File: src/rtl/mem_port_arbiter_pkg.sv
// Shared types and helpers for the memory port arbiter: arbitration modes,
// read-tag layout and the round-robin priority encoder.
package mem_arb_pkg;

    localparam int MAX_CH    = 8;
    localparam int ARB_RR    = 0;
    localparam int ARB_FIXED = 1;

    // One slot of the read-return pipeline: which channel (if any) owns the data.
    typedef struct packed {
        logic              valid;
        logic [MAX_CH-1:0] ch;
    } tag_t;

    // Lowest requester inside the "at or above pointer" window, else the lowest
    // requester overall, which gives the wrap-around without a barrel shift.
    function automatic logic [MAX_CH-1:0] rr_encode(
        input logic [MAX_CH-1:0] req,
        input logic [MAX_CH-1:0] window
    );
        logic [MAX_CH-1:0] masked;
        masked = req & window;
        if (masked != '0) begin
            return masked & (~masked + MAX_CH'(1));
        end
        return req & (~req + MAX_CH'(1));
    endfunction

endpackage

File: src/rtl/mem_port_arbiter_if.sv
// Request/response bundle between the RAM masters and the arbiter.
interface mem_port_arbiter_if #(
    parameter int NUM_CH = 3,
    parameter int ADDR_W = 16,
    parameter int DATA_W = 16
);
    logic [NUM_CH-1:0]        req_valid;
    logic [NUM_CH-1:0]        req_urgent;
    logic [NUM_CH-1:0]        req_wren;
    logic [NUM_CH*ADDR_W-1:0] req_addr;
    logic [NUM_CH*DATA_W-1:0] req_data;
    logic [NUM_CH-1:0]        req_ready;
    logic [NUM_CH-1:0]        rsp_valid;
    logic [DATA_W-1:0]        rsp_data;

    modport master (
        output req_valid, req_urgent, req_wren, req_addr, req_data,
        input  req_ready, rsp_valid, rsp_data
    );

    modport slave (
        input  req_valid, req_urgent, req_wren, req_addr, req_data,
        output req_ready, rsp_valid, rsp_data
    );
endinterface

File: src/rtl/mem_port_arbiter_rr_pick.sv
// Combinational masked round-robin picker: one-hot grant to the first
// requester at or after ptr, wrapping to index 0.
module rr_pick
    import mem_arb_pkg::*;
#(
    parameter int NUM_CH = 3,
    parameter int PTR_W  = 2
) (
    input  logic [NUM_CH-1:0] req,
    input  logic [PTR_W-1:0]  ptr,
    output logic [NUM_CH-1:0] grant
);

    logic [MAX_CH-1:0] req_ext;
    logic [MAX_CH-1:0] window;
    logic [MAX_CH-1:0] pick;
    logic              pick_hi_unused;

    genvar gi;
    generate
        for (gi = 0; gi < MAX_CH; gi++) begin : g_bit
            if (gi < NUM_CH) begin : g_live
                assign req_ext[gi] = req[gi];
                assign window[gi]  = (PTR_W'(gi) >= ptr);
            end else begin : g_pad
                assign req_ext[gi] = 1'b0;
                assign window[gi]  = 1'b0;
            end
        end
    endgenerate

    assign pick           = rr_encode(req_ext, window);
    assign grant          = pick[NUM_CH-1:0];
    assign pick_hi_unused = |pick;

endmodule

File: src/rtl/mem_port_arbiter.sv
// N-channel arbiter sharing one synchronous single-port RAM: urgent class first,
// round-robin or fixed priority inside a class, in-order tagged read return.
module mem_port_arbiter
    import mem_arb_pkg::*;
#(
    parameter int NUM_CH   = 3,
    parameter int ADDR_W   = 16,
    parameter int DATA_W   = 16,
    parameter int READ_LAT = 1,
    parameter int ARB_MODE = ARB_RR
) (
    input  logic              clock,
    input  logic              reset_n,
    mem_port_arbiter_if.slave bus,
    output logic [ADDR_W-1:0] ram_address,
    output logic              ram_wren,
    output logic [DATA_W-1:0] ram_data,
    input  logic [DATA_W-1:0] ram_q
);

    localparam int PTR_W = $clog2(NUM_CH);
    localparam int DEPTH = READ_LAT + 1;

    logic [ADDR_W-1:0] addr_arr [NUM_CH];
    logic [DATA_W-1:0] data_arr [NUM_CH];

    logic [NUM_CH-1:0] urgent_req;
    logic              any_urgent;
    logic [PTR_W-1:0]  pick_ptr;
    logic [NUM_CH-1:0] grant_urg;
    logic [NUM_CH-1:0] grant_norm;
    logic [NUM_CH-1:0] grant;
    logic              accept;

    logic [PTR_W-1:0]  win_idx;
    logic [ADDR_W-1:0] win_addr;
    logic [DATA_W-1:0] win_data;
    logic              win_wren;
    logic [PTR_W-1:0]  ptr_next;
    tag_t              push_tag;

    logic [PTR_W-1:0]  rr_ptr_reg;
    logic [ADDR_W-1:0] ram_address_reg;
    logic              ram_wren_reg;
    logic [DATA_W-1:0] ram_data_reg;
    tag_t              tag_pipe_reg [DEPTH];
    logic [NUM_CH-1:0] rsp_valid_reg;
    logic [DATA_W-1:0] rsp_data_reg;
    logic              tag_hi_unused;

    genvar gi;
    generate
        for (gi = 0; gi < NUM_CH; gi++) begin : g_unpack
            assign addr_arr[gi] = bus.req_addr[gi*ADDR_W +: ADDR_W];
            assign data_arr[gi] = bus.req_data[gi*DATA_W +: DATA_W];
        end
    endgenerate

    // Any valid urgent request shuts the normal class out for this cycle.
    assign urgent_req = bus.req_valid & bus.req_urgent;
    assign any_urgent = |urgent_req;
    assign pick_ptr   = (ARB_MODE == ARB_FIXED) ? '0 : rr_ptr_reg;

    rr_pick #(.NUM_CH(NUM_CH), .PTR_W(PTR_W)) u_pick_urgent (
        .req   (urgent_req),
        .ptr   (pick_ptr),
        .grant (grant_urg)
    );

    rr_pick #(.NUM_CH(NUM_CH), .PTR_W(PTR_W)) u_pick_normal (
        .req   (bus.req_valid),
        .ptr   (pick_ptr),
        .grant (grant_norm)
    );

    // Grants are suppressed while reset is held so nothing is accepted then.
    assign grant         = reset_n ? (any_urgent ? grant_urg : grant_norm) : '0;
    assign accept        = |grant;
    assign bus.req_ready = grant;

    always_comb begin
        win_idx  = '0;
        win_addr = '0;
        win_data = '0;
        win_wren = 1'b0;
        for (int i = 0; i < NUM_CH; i++) begin
            if (grant[i]) begin
                win_idx  = PTR_W'(i);
                win_addr = addr_arr[i];
                win_data = data_arr[i];
                win_wren = bus.req_wren[i];
            end
        end
    end

    assign ptr_next = (win_idx == PTR_W'(NUM_CH - 1)) ? '0 : win_idx + PTR_W'(1);

    always_comb begin
        push_tag                = '0;
        push_tag.valid          = accept & ~win_wren;
        push_tag.ch[NUM_CH-1:0] = win_wren ? '0 : grant;
    end

    always_ff @(posedge clock or negedge reset_n) begin
        if (!reset_n) begin
            rr_ptr_reg      <= '0;
            ram_address_reg <= '0;
            ram_wren_reg    <= 1'b0;
            ram_data_reg    <= '0;
            rsp_valid_reg   <= '0;
            rsp_data_reg    <= '0;
            for (int i = 0; i < DEPTH; i++) begin
                tag_pipe_reg[i] <= '0;
            end
        end else begin
            if (accept) begin
                ram_address_reg <= win_addr;
                ram_data_reg    <= win_data;
                ram_wren_reg    <= win_wren;
                if (ARB_MODE == ARB_RR) begin
                    rr_ptr_reg <= ptr_next;
                end
            end else begin
                ram_wren_reg <= 1'b0;
            end
            // Tail slot lines up with the cycle ram_q carries that read's data.
            tag_pipe_reg[0] <= push_tag;
            for (int i = 1; i < DEPTH; i++) begin
                tag_pipe_reg[i] <= tag_pipe_reg[i-1];
            end
            rsp_data_reg  <= ram_q;
            rsp_valid_reg <= tag_pipe_reg[DEPTH-1].valid ?
                             tag_pipe_reg[DEPTH-1].ch[NUM_CH-1:0] : '0;
        end
    end

    assign tag_hi_unused = |tag_pipe_reg[DEPTH-1].ch;

    assign ram_address   = ram_address_reg;
    assign ram_wren      = ram_wren_reg;
    assign ram_data      = ram_data_reg;
    assign bus.rsp_valid = rsp_valid_reg;
    assign bus.rsp_data  = rsp_data_reg;

endmodule

File: src/flat_wrapper.sv
// flat-port wrapper written by rule: the top's interface ports become plain ports
module mem_port_arbiter_flat import mem_arb_pkg::*;
#(
    parameter int NUM_CH   = 3,
    parameter int ADDR_W   = 16,
    parameter int DATA_W   = 16,
    parameter int READ_LAT = 1,
    parameter int ARB_MODE = ARB_RR
)
  (clock, reset_n, ram_address, ram_wren, ram_data, ram_q, bus_req_valid, bus_req_urgent, bus_req_wren, bus_req_addr, bus_req_data, bus_req_ready, bus_rsp_valid, bus_rsp_data);
  mem_port_arbiter_if #(.NUM_CH(NUM_CH), .ADDR_W(ADDR_W), .DATA_W(DATA_W)) bus_i ();
  input  logic clock;
  input  logic reset_n;
  output logic [ADDR_W-1:0] ram_address;
  output logic ram_wren;
  output logic [DATA_W-1:0] ram_data;
  input  logic [DATA_W-1:0] ram_q;
  input wire logic [$bits(bus_i.req_valid)-1:0] bus_req_valid;
  input wire logic [$bits(bus_i.req_urgent)-1:0] bus_req_urgent;
  input wire logic [$bits(bus_i.req_wren)-1:0] bus_req_wren;
  input wire logic [$bits(bus_i.req_addr)-1:0] bus_req_addr;
  input wire logic [$bits(bus_i.req_data)-1:0] bus_req_data;
  output wire logic [$bits(bus_i.req_ready)-1:0] bus_req_ready;
  output wire logic [$bits(bus_i.rsp_valid)-1:0] bus_rsp_valid;
  output wire logic [$bits(bus_i.rsp_data)-1:0] bus_rsp_data;
  assign bus_i.req_valid = bus_req_valid;
  assign bus_i.req_urgent = bus_req_urgent;
  assign bus_i.req_wren = bus_req_wren;
  assign bus_i.req_addr = bus_req_addr;
  assign bus_i.req_data = bus_req_data;
  assign bus_req_ready = bus_i.req_ready;
  assign bus_rsp_valid = bus_i.rsp_valid;
  assign bus_rsp_data = bus_i.rsp_data;
  mem_port_arbiter #(.NUM_CH(NUM_CH), .ADDR_W(ADDR_W), .DATA_W(DATA_W), .READ_LAT(READ_LAT), .ARB_MODE(ARB_MODE)) u_core (.clock(clock), .reset_n(reset_n), .bus(bus_i), .ram_address(ram_address), .ram_wren(ram_wren), .ram_data(ram_data), .ram_q(ram_q));
endmodule
File: config.mk
export PLATFORM = sky130hd
export DESIGN_NAME = mem_port_arbiter_flat
export DESIGN_NICKNAME = d
export VERILOG_FILES = /design/src/rtl/mem_port_arbiter_pkg.sv /design/src/rtl/mem_port_arbiter_if.sv /design/src/rtl/mem_port_arbiter_rr_pick.sv /design/src/rtl/mem_port_arbiter.sv /design/src/flat_wrapper.sv
export SDC_FILE = /design/constraint.sdc
export NUM_CORES = 1
export LEC_CHECK = 0
export CAP_MARGIN = 20
export CORE_ASPECT_RATIO = 1.2
export CORE_MARGIN = 2
export CORE_UTILIZATION = 38
export DETAILED_ROUTE_END_ITERATION = 8
export PLACE_DENSITY = 0.81
export RECOVER_POWER = 100
export SETUP_SLACK_MARGIN = 0.5
export SLEW_MARGIN = 10
export SYNTH_ARGS = -nofsm -noshare
export SYNTH_HDL_FRONTEND = slang
export SYNTH_SLANG_ARGS = --single-unit
export TNS_END_PERCENT = 10
File: constraint.sdc
create_clock -name clock -period 2.37 [get_ports clock]
set_input_delay 0.3555 -clock clock [delete_from_list [all_inputs] [get_ports clock]]
set_output_delay 0.3555 -clock clock [all_outputs]
set_load 0.02 [all_outputs]
# Word-level counts from Yosys, hierarchy flattened
# Cells that the tools add are included.
# word_totals
reg_bits	62
inputBits	123
# op_classes
addsub	5
n_lt_le_gt_ge	3
eq_ne	1
muxes	23
n_bitwise	13
reduce_logical	4
# ops
cell	count
two-way mux 16 bit	6
two-way mux 3 bit	8
AND 3 bit	7
nonzero test 8 bit	2
adder 3 x 1 -> 3 bit, second input constant	4
NOT 3 bit	4
two-way mux 1 bit	7
OR reduction 3 bit	2
greater-or-equal comparator 1 x 2 -> 1 bit, first input constant	2
two-way mux 2 bit	2
adder 2 x 1 -> 2 bit, second input constant	1
== test 2 bit, second input constant	1
greater-or-equal comparator 2 bit, first input constant	1
AND 1 bit	1
NOT 1 bit	1

# Depth between registers and ports, before layout
# Gate-level depths: netlist of run 1.
# depth
ltp_word	14
depth_mapped	8

# Hierarchy
# Synthesis of run 1 repeated with hierarchy kept, for this count alone.
# hier_totals
hier_cells	265
area_unflattened_um2	2817.7
# modules_own_cells
module	instances	cells_each	area_each_um2
mem_port_arbiter	1	245	2675.1
rr_pick	2	10	71.3

# Least setup slack after synthesis of run 1
# No wires, ideal clock.
# synth_path
kind	register -> register
from	register u_core.rr_ptr_reg[0] (netlist: u_core.pick_ptr[0])
to	register u_core.ram_address_reg[13] (netlist: u_core.ram_address[13])
setup_time_ns	0.125
arrival_ns	1.753
required_time_ns	2.245
setup_slack_ns	0.492
stages_incl_launch_ff	9
n_path_buf	2
period_less_slack_ns	1.878
cell_sequence	dfrtp_1 buf_4 nor3b_1 o31a_1 o211ai_4 inv_4 buf_6 a22oi_1 a2bb2oi_2
# synth_between
elab_chain_len	12
word_cells_on_any_way	25
# synth_lines
item	line	source
from (decl)	mem_port_arbiter.sv:42	logic [PTR_W-1:0] rr_ptr_reg;
from (signal assigned)	mem_port_arbiter.sv:121	rr_ptr_reg <= ptr_next;
greater-or-equal comparator 1 x 2 -> 1 bit	mem_port_arbiter_rr_pick.sv:24	assign window[gi] = (PTR_W'(gi) >= ptr);
AND 3 bit	mem_port_arbiter_pkg.sv:22	masked = req & window;
NOT 3 bit	mem_port_arbiter_pkg.sv:24	return masked & (~masked + MAX_CH'(1));
adder 3 x 1 -> 3 bit	mem_port_arbiter_pkg.sv:24	
AND 3 bit	mem_port_arbiter_pkg.sv:24	
two-way mux 3 bit	mem_port_arbiter_pkg.sv:23	if (masked != '0) begin
two-way mux 3 bit	mem_port_arbiter_pkg.sv:26	return req & (~req + MAX_CH'(1));
two-way mux 3 bit (*) (2 in series)	mem_port_arbiter.sv:77	assign grant = reset_n ? (any_urgent ? grant_urg : grant_norm) : '0;
two-way mux 16 bit (3 in series)	mem_port_arbiter.sv:87	if (grant[i]) begin
to (signal assigned)	mem_port_arbiter.sv:117	ram_address_reg <= win_addr;
to (decl)	mem_port_arbiter.sv:43	logic [ADDR_W-1:0] ram_address_reg;
# Mark *: on every way between the ends. The rest lies on a longest branch, timed or not. The select of a mux whose other input is x is not followed.
# A chain may end at the register's enable or synchronous reset.

# Final worst setup path of run 1
# layout_path
from	register u_core.rr_ptr_reg[0] (netlist: u_core.pick_ptr[0])
to	output port bus_req_ready[0]
# layout_between
elab_chain_len	9
word_cells_on_any_way	21
# layout_lines
item	line	source
greater-or-equal comparator 1 x 2 -> 1 bit	mem_port_arbiter_rr_pick.sv:24	
AND 3 bit	mem_port_arbiter_pkg.sv:22	
NOT 3 bit	mem_port_arbiter_pkg.sv:24	
adder 3 x 1 -> 3 bit	mem_port_arbiter_pkg.sv:24	
AND 3 bit	mem_port_arbiter_pkg.sv:24	
two-way mux 3 bit	mem_port_arbiter_pkg.sv:23	
two-way mux 3 bit	mem_port_arbiter_pkg.sv:26	
two-way mux 3 bit (*) (2 in series)	mem_port_arbiter.sv:77	
to (decl)	flat_wrapper.sv:23	output wire logic [$bits(bus_i.req_ready)-1:0] bus_req_ready;
# Marks and branches as above.

==> flow_summary_export.csv, run 1 <==
group,metric,value,unit
run_status,outcome,"finished clean",
flow_run,drv_cap,0,
routing,wl,9281,µm
worst_setup_path,worstPathCellList,"clkbuf_1 -> buf_4 -> o32ai_2 -> clkbuf_1 -> o221ai_4 -> inv_2 -> buf_6",
timing,slew_violations,0,
floorplan,start_util,39.12,%
floorplan,die_h,101.3,µm
grt,overflow,0,
floorplan,die_x,85.08,µm
clock_tree,cts_max_level,3,
finish,num-fill-cells,577,
timing,worst_slack,228.2,ps
logic_synthesis,ys.flop_type,"dfrtp_1",
timing,fin_skew,7.346,ps
logic_synthesis,synth_commonest_cells,"dfrtp_1, o211ai_1, a2bb2oi_2",
logic_synthesis,ys_warn_count,0,
worst_setup_path,crit_slowest_cell,"dfrtp_1",
timing,rsz0062_at_grt,"true",
placed_design,place_inst,492,
worst_setup_path,crit_top_cell,"clkbuf_1",
power,p_leak,2.121,nW
logic_synthesis,syn_area,0.002998,mm²
placed_design,gp_congestion,1.017,
clock_tree,clk_pin_slew,70,ps
routing,wl_per_cell,17.78,µm
worst_setup_path,cpPeakStageDelay,420,ps
placed_design,place_hpwl,6364,µm
logic_synthesis,ys_ff_latch,62,
timing,relSlewSlack,4.724,%
logic_synthesis,synthMostInstantiatedCell,"dfrtp_1",
floorplan,rows,35,
finish,final_util,68.20,%
worst_hold_path,holdCritPathClass,"reg2reg",
grt,grtUsageTotal,21.27,%
routing,drc_errors,0,
worst_setup_path,path_class,"reg2out",
timing,final_hold_viol_count,0,
routing,via_count,2831,
routing,drtIter0Drc,122,
clock_tree,tritoncts,"done",
floorplan,boundaryPins,178,
logic_synthesis,syn_inst,226,
clock_tree,cts_buffer_depth,2,
floorplan,fp.dieArea,0.008618,mm²
worst_setup_path,arrival,1790,ps
logic_synthesis,syn_avg_cell_area,13.26,µm²
logic_synthesis,synth_cell_types,38,
logic_synthesis,ys_top_cells_by_area,"dfrtp_1, a2bb2oi_2, o211ai_1, a22oi_2, a22oi_1",
floorplan,core_region_area,0.007664,mm²
logic_synthesis,synth_fp_nets,349,
logic_synthesis,synth_top_area_share,51.75,%
power,ir_drop,391.7,µV
grt,grt_pass1_vias,2930,
timing,fmax,0.4669,GHz
timing,max_slew.worst_pin.slew,1429,ps
logic_synthesis,ys_seq_area_share,51.75,%
finish,areaGrowthSynthToFinish,74.33,%
clock_tree,numCtsBuffers,9,
routing,viasPerCell,5.423,
logic_synthesis,yosysTopAreaCell,"dfrtp_1",
timing,finalCriticalPeriod,2142,ps
placed_design,post-place-ws,-379.0,ps
routing,drt_pre_antenna_iters,6,
finish,nNetsFinal,548,
placed_design,port_buffers,177,
grt,grt_pass1_wl,14370,µm
routing,ant_nets,0,
finish,final_cells,522,
worst_setup_path,worstPathMaxFanout,6,
clock_tree,cts-root-buf,"clkbuf_8",
power,p_total,4.066,mW
grt,antenna_found_initial,0,
logic_synthesis,synth_edf_count,0,
timing,holdWs,348.5,ps
timing,setup_viol,0,
finish,drive_gt1_share,21.40,%
worst_setup_path,required,2010,ps
finish,n_antenna_cell,0,
clock_tree,clock-sinks,62,
worst_setup_path,end_kind,"output pin",
clock_tree,clkLatencyLatePin,330,ps
timing,post-route-period-util,90.37,%
worst_setup_path,start_kind,"flop",
power,p_per_area,778.0,mW/mm²
logic_synthesis,async_reset_ff_share,100.0,%
grt,grt_max_degree,61,
## where the power goes
group	leakage (nW)	internal, mW	switching (mW)	total, mW
clock network	0.0951	0.519	0.429	0.948
registers	0.747	1.28	0.130	1.41
logic	1.28	0.909	0.795	1.70
total	2.12	2.71	1.36	4.07
## path summary, 6_finish.rpt
check | start | to | slack [ps] | cells after the start
max | u_core.pick_ptr[0]$_DFFE_PN0N_ | bus_req_ready[0] | 230 | 7
min | u_core.tag_pipe_reg[9]$_DFF_PN0_ | u_core.tag_pipe_reg[0]$_DFF_PN0_ | 350 | 0
max reg2reg | u_core.pick_ptr[0]$_DFFE_PN0N_ | u_core.ram_wren$_DFF_PN0_ | 250 | 13
min reg2reg | u_core.tag_pipe_reg[9]$_DFF_PN0_ | u_core.tag_pipe_reg[0]$_DFF_PN0_ | 350 | 0
max in group asynchronous | reset_n | u_core.pick_ptr[1]$_DFFE_PN0N_ | 600 | 2
min in group asynchronous | reset_n | u_core.ram_address[1]$_DFFE_PN0N_ | 700 | 2
## kinds of logic after synthesis
logic type      share of synthesized area [%]
compound gates                          37.86
buf+inv                                 5.551
flops                                   51.75
simple gates                            4.841
## placed cells by master (no fill, tap or decap), types with 3 or more instances in the layout
cell,n
o211ai_1,33
a2bb2oi_1,24
clkinvlp_4,3
buf_4,20
a2bb2oi_2,8
nand2_1,4
nor2_1,4
clkbuf_1,3
clkdlybuf4s50_1,99
dfrtp_1,61
a22oi_1,15
buf_6,7
dlygate4sd3_1,69
clkbuf_8,10
and2_0,3
a22oi_2,17
dlygate4sd2_1,4
## metal layers
layer | global-route usage, % | vias to the layer above | share of wire, %
met5 | 0 | - | 0
met4 | 8.059 | 0 | 2.0
met3 | 6.438 | 15 | 7.3
met2 | 36.96 | 137 | 51
met1 | 24.74 | 1381 | 39
li1 | - | 1298 | -
## worst max-delay path, delay by kind of cell, from the launching register on
family / cells / cell delay (ps)
buffers and inverters: 5 / 730
DFF: 1 / 420
AOI/OAI and AO/OA: 2 / 310
## area by class of cell
| class | instances | area (µm²) | area share [%] |
|---|---|---|---|
| multi-input cells | 137 | 1270 | 24.30 |
| flip-flops and latches | 62 | 1553 | 29.71 |
| well taps | 92 | 115.1 | 2.203 |
| clock buffers | 10 | 137.6 | 2.633 |
| clock inverters | 6 | 70.07 | 1.341 |
| inverters | 6 | 26.28 | 0.5028 |
| repair buffers | 209 | 2054 | 39.31 |
## stage by stage
stage / TNS (ps) / instance area [µm²]
after floorplan: 0 / 3027
after global placement: -8958 / 4928
after detailed placement: -11610 / 4928
after CTS: 0 / 5315
after global routing: 0 / 5226
final: 0 / 5226
## timing repair
item | in CTS | in global routing
setup buffers | 13 | 0
gates cloned | 0 | 0
hold buffers | 1 | 0
setup endpoints to repair | 41 | 39
pin swaps | 5 | 6
endpoints found under the hold margin | 2 | 0
resized for setup | 46 | 4
Power figures use the tool's default switching activity.
==> run 2: changes to the inputs <==
--- a/config.mk
+++ b/config.mk
@@ -8,9 +8,9 @@
 export CAP_MARGIN = 20
 export CORE_ASPECT_RATIO = 1.2
 export CORE_MARGIN = 2
-export CORE_UTILIZATION = 38
+export CORE_UTILIZATION = 34
 export DETAILED_ROUTE_END_ITERATION = 8
-export PLACE_DENSITY = 0.81
+export PLACE_DENSITY = 0.77
 export RECOVER_POWER = 100
 export SETUP_SLACK_MARGIN = 0.5
 export SLEW_MARGIN = 10
==> constraint.sdc (replaced) <==
create_clock -name clock -period 1.82 [get_ports clock]
set_input_delay 0.273 -clock clock [delete_from_list [all_inputs] [get_ports clock]]
set_output_delay 0.273 -clock clock [all_outputs]
set_load 0.02 [all_outputs]
==> flow_summary_export.csv, run 2 (synthesized netlist as in run 1, its figures left out) <==
group,metric,value,unit
clock_tree,cts_max_level,3,
floorplan,start_util,35.00,%
worst_setup_path,arrival,2340,ps
worst_hold_path,holdCritPathClass,"reg2reg",
grt,overflow,0,
clock_tree,tritoncts,"done",
routing,via_count,2823,
finish,nNetsFinal,549,
grt,grt_pass1_vias,3055,
routing,wl,9629,µm
timing,setup_viol,39,
finish,final_common_cell,"clkdlybuf4s50_1",
clock_tree,clkLatencyLatePin,340,ps
worst_setup_path,start_kind,"input port",
timing,fin_skew,12.63,ps
routing,drt_pre_antenna_iters,4,
grt,grtUsageTotal,20.10,%
finish,num-fill-cells,704,
power,p_int,3.639,mW
floorplan,rows,37,
placed_design,post-place-ws,-725.2,ps
worst_setup_path,worstPathMaxFanout,33,
routing,viasPerCell,5.151,
worst_setup_path,required,2080,ps
clock_tree,cts-root-buf,"clkbuf_8",
finish,ff_latch_area,0.001554,mm²
grt,grt_pass1_wl,15090,µm
floorplan,fp.dieArea,0.009587,mm²
timing,finalCriticalPeriod,2077,ps
finish,final_cells,548,
grt,antenna_found_initial,0,
clock_tree,numCtsBuffers,9,
timing,slew_violations,0,
worst_setup_path,path_class,"in2reg",
grt,grt_max_degree,58,
power,switching_power,1.836,mW
power,sw_frac_of_total,33.53,%
finish,areaGrowthSynthToFinish,78.67,%
finish,drive_gt1_share,26.68,%
clock_tree,cts_buffer_depth,2,
timing,worst_slack,-256.6,ps
flow_run,drv_cap,0,
worst_setup_path,end_kind,"flop",
timing,holdWs,349.4,ps
routing,ant_nets,0,
power,seqPwrFrac,34.4,%
power,clockPowerShare,24.5,%
timing,relSlewSlack,7.193,%
finish,multi_input_comb_area,0.001389,mm²
placed_design,gp_congestion,0.8511,
floorplan,die_x,89.72,µm
timing,rsz0062_at_grt,"true",
placed_design,port_buffers,177,
finish,final_cell_mix,"clkdlybuf4s50_1, dfrtp_1, o211ai_1",
run_status,violations,"setup timing",
routing,wl_per_cell,17.57,µm
run_status,outcome,"finished, violations left",
placed_design,place_inst,525,
power,comb_power_share,41.2,%
power,p_per_area,1022,mW/mm²
clock_tree,clock-sinks,62,
timing,tns,-7454,ps
timing,max_slew.worst_pin.slew,1392,ps
floorplan,core_region_area,0.008564,mm²
placed_design,place_hpwl,6872,µm
timing,final_hold_viol_count,0,
floorplan,die_h,106.9,µm
power,p_leak,2.103,nW
power,p_total,5.475,mW
routing,drc_errors,0,
timing,fmax,0.4816,GHz
power,ir_drop,431.9,µV
floorplan,boundaryPins,178,
finish,n_antenna_cell,0,
clock_tree,clk_pin_slew,70,ps
routing,drtIter0Drc,102,
timing,post-route-period-util,114.1,%
## run 2: changes by cell type in the layout (fill, tap and decap cells not counted), moves of 5 or more
cell | before | now
a22oi_2 | 17 | 28
buf_4 | 20 | 15
a22oi_1 | 15 | 4
clkdlybuf4s25_1 | 0 | 29
a2bb2oi_1 | 24 | 12
dlygate4sd3_1 | 69 | 17
clkbuf_1 | 3 | 17
a2bb2oi_2 | 8 | 20
dlygate4sd2_1 | 4 | 12
## run 2: power by group through the flow
stage / registers [mW] / logic, mW / clock network [mW]
3_5_place_dp: 1.90 / 2.33 / 0
5_1_grt: 1.92 / 2.39 / 1.42
4_1_cts: 1.88 / 2.29 / 1.37
3_3_place_gp: 1.89 / 2.29 / 0
2_1_floorplan: 2.20 / 0.936 / 0
6_report: 1.88 / 2.25 / 1.34
## run 2: per-stage QoR
stage | utilization [%] | area, µm²
after global routing | 62.54 | 5356
after detailed placement | 58.99 | 5052
after floorplan | - | 3082
after global placement | 58.99 | 5052
after CTS | 62.64 | 5365
final | 62.54 | 5356
## run 2: worst max-delay path, stage by stage
cell and delay, ps:
clkdlybuf4s50_1 470, a22o_1 290, nand2b_4 160, o31a_2 390, inv_2 90, buf_6 330
a22oi_1 150, a2bb2oi_2 150
## run 2: final cells by class
type                            instances  area share [%]
Clock inverter                          7           1.822
Sequential cell                        62           29.01
Multi-Input combinational cell        137           25.93
Tap cell                              117           2.733
Clock buffer                            9           2.313
Timing Repair Buffer                  210           37.72
Inverter                                6          0.4672
## run 2: worst paths after layout
kind | startpoint | end | slack [ps] | cells after the start
worst max-delay path | bus_req_urgent[1] | u_core.ram_address[3]$_DFFE_PN0N_ | -260 | 8
worst min-delay path | u_core.tag_pipe_reg[11]$_DFF_PN0_ | u_core.tag_pipe_reg[2]$_DFF_PN0_ | 350 | 0
worst max register to register | u_core.pick_ptr[0]$_DFFE_PN0N_ | u_core.ram_address[3]$_DFFE_PN0N_ | -210 | 8
worst min register to register | u_core.tag_pipe_reg[11]$_DFF_PN0_ | u_core.tag_pipe_reg[2]$_DFF_PN0_ | 350 | 0
max in group asynchronous | reset_n | u_core.pick_ptr[0]$_DFFE_PN0N_ | 220 | 3
min in group asynchronous | reset_n | u_core.ram_data[14]$_DFFE_PN0N_ | 630 | 3
## run 2: repair_timing
action	CTS	global route
setup endpoints to repair	94	67
gates cloned	0	1
endpoints found under the hold margin	5	0
pin swaps	4	3
hold buffers	1	0
buffers inserted	3	2
resized for setup	142	37
## run 2: metal layers
layer  global-route usage [%]  vias to the layer above  share of wire, %
met2                    38.58                      119                55
met5                        0                        -                 0
met1                    20.98                     1398                37
met3                    6.044                       12               6.4
li1                         -                     1294                 -
met4                    6.374                        0               1.7
